--- config.mk ---
export PLATFORM = sky130hd
export DESIGN_NAME = f16_bus_ctrl
export DESIGN_NICKNAME = d
export VERILOG_FILES = /design/src/rtl/f16_bus_ctrl.sv
export SDC_FILE = /design/constraint.sdc
export NUM_CORES = 1
export LEC_CHECK = 0
export BUFFER_PORTS_ARGS = -buffer_cell sky130_fd_sc_hd__clkbuf_2
export CAP_MARGIN = 10
export CORE_MARGIN = 4
export CORE_UTILIZATION = 39
export DETAILED_ROUTE_END_ITERATION = 16
export GPL_TIMING_DRIVEN = 0
export PLACE_DENSITY = 0.68
export SLEW_MARGIN = 15
export SYNTH_ARGS = -nofsm -noshare
export SYNTH_HDL_FRONTEND = slang
export SYNTH_SLANG_ARGS = --single-unit
--- constraint.sdc ---
create_clock -name clk -period 1.75 [get_ports clk]
set_input_delay 0.175 -clock clk [delete_from_list [all_inputs] [get_ports clk]]
set_output_delay 0.175 -clock clk [all_outputs]
set_load 0.02 [all_outputs]
--- src/rtl/f16_bus_ctrl.sv ---
// Bus transceiver / device strobe sequencer for a 16-bit host port split into two 8-bit lanes.
// Runs a TURN/SETUP/STROBE/HOLD sequence with programmable timing; every output is registered.
module f16_bus_ctrl #(
  parameter int SETUP_CYC  = 1,
  parameter int STROBE_CYC = 2,
  parameter int HOLD_CYC   = 1
) (
  input  logic        clk,
  input  logic        rst,
  input  logic        start,
  input  logic        wr,
  input  logic [1:0]  be,
  input  logic [15:0] data_in,
  output logic [15:0] data_out,
  output logic        busy,
  output logic        done,
  output logic        dir1,
  output logic        dir2,
  output logic        cs1_n,
  output logic        cs2_n,
  output logic [15:0] a_out,
  output logic        a_oe,
  input  logic [15:0] a_in,
  output logic        wr_n,
  output logic        rd_n
);

  typedef enum logic [2:0] {IDLE, TURN, SETUP, STROBE, HOLD} state_t;

  localparam logic [3:0] SETUP_LD  = 4'(SETUP_CYC - 1);
  localparam logic [3:0] STROBE_LD = 4'(STROBE_CYC - 1);
  localparam logic [3:0] HOLD_LD   = 4'(HOLD_CYC - 1);

  state_t      state_reg, state_next;
  logic [3:0]  cnt_reg, cnt_next;
  logic        wr_reg, wr_next;
  logic [1:0]  be_reg, be_next;
  logic        dir1_reg, dir1_next, dir2_reg, dir2_next;
  logic        cs1_n_reg, cs1_n_next, cs2_n_reg, cs2_n_next;
  logic        wr_n_reg, wr_n_next, rd_n_reg, rd_n_next;
  logic        a_oe_reg, a_oe_next;
  logic [15:0] a_out_reg, a_out_next;
  logic [15:0] data_out_reg, data_out_next;
  logic        busy_reg, busy_next;
  logic        done_reg, done_next;
  logic        need_turn;

  // A turnaround is only needed when an enabled lane points the wrong way.
  assign need_turn = (be[0] && (dir1_reg != wr)) || (be[1] && (dir2_reg != wr));

  always_comb begin
    state_next    = state_reg;
    cnt_next      = cnt_reg;
    wr_next       = wr_reg;
    be_next       = be_reg;
    dir1_next     = dir1_reg;
    dir2_next     = dir2_reg;
    cs1_n_next    = cs1_n_reg;
    cs2_n_next    = cs2_n_reg;
    wr_n_next     = wr_n_reg;
    rd_n_next     = rd_n_reg;
    a_oe_next     = a_oe_reg;
    a_out_next    = a_out_reg;
    data_out_next = data_out_reg;
    busy_next     = busy_reg;
    done_next     = 1'b0;

    case (state_reg)
      IDLE: begin
        busy_next  = 1'b0;
        cs1_n_next = 1'b1;
        cs2_n_next = 1'b1;
        wr_n_next  = 1'b1;
        rd_n_next  = 1'b1;
        a_oe_next  = 1'b0;
        if (start && (be != 2'b00)) begin
          wr_next    = wr;
          be_next    = be;
          a_out_next = data_in;
          busy_next  = 1'b1;
          if (need_turn) begin
            state_next = TURN;
            if (be[0]) dir1_next = wr;
            if (be[1]) dir2_next = wr;
          end else begin
            state_next = SETUP;
            cnt_next   = SETUP_LD;
            cs1_n_next = !be[0];
            cs2_n_next = !be[1];
            a_oe_next  = wr;
          end
        end
      end

      TURN: begin
        state_next = SETUP;
        cnt_next   = SETUP_LD;
        cs1_n_next = !be_reg[0];
        cs2_n_next = !be_reg[1];
        a_oe_next  = wr_reg;
      end

      SETUP: begin
        if (cnt_reg == 4'd0) begin
          state_next = STROBE;
          cnt_next   = STROBE_LD;
          wr_n_next  = !wr_reg;
          rd_n_next  = wr_reg;
        end else begin
          cnt_next = cnt_reg - 4'd1;
        end
      end

      STROBE: begin
        if (cnt_reg == 4'd0) begin
          state_next = HOLD;
          cnt_next   = HOLD_LD;
          wr_n_next  = 1'b1;
          rd_n_next  = 1'b1;
          // Read data is captured on the edge that ends the strobe.
          if (!wr_reg) begin
            if (be_reg[0]) data_out_next[7:0]  = a_in[7:0];
            if (be_reg[1]) data_out_next[15:8] = a_in[15:8];
          end
        end else begin
          cnt_next = cnt_reg - 4'd1;
        end
      end

      HOLD: begin
        if (cnt_reg == 4'd0) begin
          state_next = IDLE;
          cs1_n_next = 1'b1;
          cs2_n_next = 1'b1;
          a_oe_next  = 1'b0;
          busy_next  = 1'b0;
          done_next  = 1'b1;
        end else begin
          cnt_next = cnt_reg - 4'd1;
        end
      end

      default: state_next = IDLE;
    endcase
  end

  always_ff @(posedge clk) begin
    if (rst) begin
      state_reg    <= IDLE;
      cnt_reg      <= 4'd0;
      wr_reg       <= 1'b0;
      be_reg       <= 2'b00;
      dir1_reg     <= 1'b0;
      dir2_reg     <= 1'b0;
      cs1_n_reg    <= 1'b1;
      cs2_n_reg    <= 1'b1;
      wr_n_reg     <= 1'b1;
      rd_n_reg     <= 1'b1;
      a_oe_reg     <= 1'b0;
      a_out_reg    <= 16'h0000;
      data_out_reg <= 16'h0000;
      busy_reg     <= 1'b0;
      done_reg     <= 1'b0;
    end else begin
      state_reg    <= state_next;
      cnt_reg      <= cnt_next;
      wr_reg       <= wr_next;
      be_reg       <= be_next;
      dir1_reg     <= dir1_next;
      dir2_reg     <= dir2_next;
      cs1_n_reg    <= cs1_n_next;
      cs2_n_reg    <= cs2_n_next;
      wr_n_reg     <= wr_n_next;
      rd_n_reg     <= rd_n_next;
      a_oe_reg     <= a_oe_next;
      a_out_reg    <= a_out_next;
      data_out_reg <= data_out_next;
      busy_reg     <= busy_next;
      done_reg     <= done_next;
    end
  end

  assign data_out = data_out_reg;
  assign busy     = busy_reg;
  assign done     = done_reg;
  assign dir1     = dir1_reg;
  assign dir2     = dir2_reg;
  assign cs1_n    = cs1_n_reg;
  assign cs2_n    = cs2_n_reg;
  assign a_out    = a_out_reg;
  assign a_oe     = a_oe_reg;
  assign wr_n     = wr_n_reg;
  assign rd_n     = rd_n_reg;

endmodule

==> results.toml <==
[grt]
grt-busiest-layer = "met2"
met1_usage_pct = 19.6
grt_max_degree = 17
grt_pass1_wl_um = 8420
antenna_found_initial = 0
grt.total_usage_pct = 15.9
grt_use_met3_pct = 5.97
grt_pass1_vias = 1871
grt_remaining_overflow = 0
met2_usage_pct = 25.6

[routing]
routedWlPerCell_um = 12.8
routed_wl_um = 5210
ant_nets = 0
drt_iter0_markers = 77
drc_errors = 0
vias = 2028
viasPerCell = 4.97
firstDrtPassIters = 4

[synth]
synth_cell_type_count = 44
synth_top_cell_area_share_pct = 47.0
ys_seq_area_share_pct = 47.0
avgSynthCellArea_um2 = 8.80
synth_edf_count = 0
synth_ff_type = "dfxtp_1"
synth_async_sr_flop_share_pct = 0
synthTopCellsByArea = "dfxtp_1, mux2i_1, nand2_1, a21oi_1, nor2_1"
yosys_warnings = 0
netlist_area_um2 = 2170
syn-num-nets = 287
yosys.area.top_type = "dfxtp_1"
syn_inst = 247
yosys_register_bits = 51

[worst_setup_path]
slowest_stage = "dfxtp_2"
arrival_ns = 1.93
endpoint_kind = "register"
critPathKind = "register to register"
crit_fanout = 8
critPathLaunchType = "register"
crit_family = "simple AND/OR/NAND/NOR gates"
cp_num_buf_inv = 2
cp_slowest_stage_delay_ns = 0.35
cp.required_ns = 1.95
cp_cell_sequence = "inv_4, ha_4, and4bb_2, nand2_4, nor4b_4, buf_6, mux2i_1, nor2_1"

[placed_design]
gp_congestion = 0.828
port_buffers = 77
post-dp-hpwl_um = 3740
post-place-ws_ns = -0.108
place_area_um2 = 2650

[floorplan]
dieArea_um2 = 6830
die_y_um = 82.7
start_util_pct = 41.5
rows = 26
core-area_um2 = 5240
die_x_um = 82.7
ios = 79

[clock_network]
clkTransAtPathRegs_ns = 0.10
clock_path_buffers = 2
cts_root_buffer = "clkbuf_8"
cts_tree = "built"
cts_hold_buffers = 0
htree_levels = 2
cts_inserted_buffers = 5
cts_sinks = 51
insertion_delay_ns = 0.31

[pwr]
peakVddDrop_mv = 0.446
internal-power_w = 0.00216
p_switching_w = 0.00110
p_per_area_nw_per_um2 = 1150
swShare_pct = 33.6
clkPwrFrac_pct = 26.9
pwr-share-seq_pct = 41.8
p_comb_share_pct = 31.3
leakage_nw = 1.24
power_w = 0.00326

[timing]
drv_slew = 0
slew_headroom_pct = 67.1
fin_skew_ns = 0.00818
worst_slew_pin_slew_ns = 0.491
setup_viol = 0
rsz0062_at_grt = "yes"
worst_slack_ns = 0.0209
final_hold_viol_count = 0
max_freq_mhz = 578
finalCriticalPeriod_ns = 1.73
whs_ns = 0.0747
tns_ns = 0
fin_crit_sh_pct = 98.8

[layout]
layout-drive-gt1-share_pct = 34.0
antenna_cells = 0
area_growth_pct = 31.0
design_area_um2 = 2850
nNetsFinal = 377

[worst_hold_path]
min_path_type = "input port to register"

[outcome]
status = "complete, no violations"

[job]
cap_violations = 0
per-stage QoR:
step	util (%)	cells
after global placement	50.5	394
after floorplan	-	247
after global routing	54.4	408
final	54.4	408
after detailed placement	50.5	394
after CTS	53.9	406
cells in the mapped netlist, types with 4 or more instances:
master / number
clkbuf_1: 9
a31oi_1: 4
inv_1: 4
dfxtp_1: 51
nor2_1: 27
a21oi_1: 25
nor3_1: 4
mux2i_1: 19
buf_2: 4
nand2_1: 47
nand3_1: 4
metal layers:
| layer | up-vias | wire length (µm) |
|---|---|---|
| met2 | 71 | 2290 |
| li1 | 1032 | - |
| met1 | 919 | 2410 |
| met3 | 6 | 452 |
| met5 | - | 0 |
| met4 | 0 | 61 |
power groups by stage:
| stage | Clock [W] | Combinational [W] | Sequential (W) |
|---|---|---|---|
| 6_report | 0.000878 | 0.00102 | 0.00136 |
| 5_1_grt | 0.000938 | 0.00114 | 0.00138 |
| 4_1_cts | 0.000895 | 0.000994 | 0.00136 |
| 3_5_place_dp | 0 | 0.000938 | 0.00139 |
| 3_3_place_gp | 0 | 0.000928 | 0.00138 |
| 2_1_floorplan | 0 | 0.000599 | 0.00146 |
cell usage in the layout, fill, tap and decap left out, types with 4 or more instances in the layout:
| cell | instances |
|---|---|
| nor2_1 | 27 |
| a21oi_1 | 25 |
| a31oi_1 | 4 |
| clkbuf_8 | 6 |
| nand3_1 | 4 |
| buf_2 | 4 |
| buf_4 | 8 |
| dfxtp_1 | 49 |
| nor3_1 | 4 |
| mux2i_1 | 19 |
| nand2_1 | 47 |
| clkbuf_2 | 78 |
| clkbuf_1 | 8 |
final timing paths:
kind | slack (ns) | cells past startpoint | to | start
setup / recovery | 0.02 | 8 | data_out[13] | cnt_reg[0]
setup reg to reg | 0.02 | 8 | data_out[13] | cnt_reg[0]
hold / removal | 0.07 | 3 | a_out[1] | data_in[1]
hold reg to reg | 0.46 | 2 | a_out[15] | a_out[15]
layout make-up:
type	count	area [µm²]
Buffer	17	92.6
Clock buffer	6	82.6
Clock inverter	2	38.8
Fill cell	518	2390
Inverter	4	17.5
Multi-Input combinational cell	175	1070
Sequential cell	51	1020
Tap cell	70	87.6
Timing Repair Buffer	83	430
kinds of logic (layout without fill, tap and decap cells):
| family | after synthesis | after routing | synth area share (%) |
|---|---|---|---|
| AOI/OAI and AO/OA | 49 | 49 | 14.6 |
| DFF | 51 | 51 | 47.0 |
| xor gates and xnor gates | 1 | 1 | 0.403 |
| adders and majority gates | 2 | 2 | 1.15 |
| buffers and inverters | 21 | 112 | 4.72 |
| and+or+nand+nor | 104 | 104 | 23.4 |
| muxes | 19 | 19 | 8.75 |
worst reg2reg max path, stage by stage (launching register included):
cell and delay (ns):
dfxtp_2 0.35, inv_4 0.07, ha_4 0.13, and4bb_2 0.27, nand2_4 0.08, nor4b_4 0.26
buf_6 0.20, mux2i_1 0.20, nor2_1 0.05
repair_timing:
item,in CTS,in global routing
setup endpoints to repair,19,22
gates resized for setup,9,4
pin swaps,4,3
buffers inserted,4,2
Note: power is estimated with default switching activity, not from simulation.
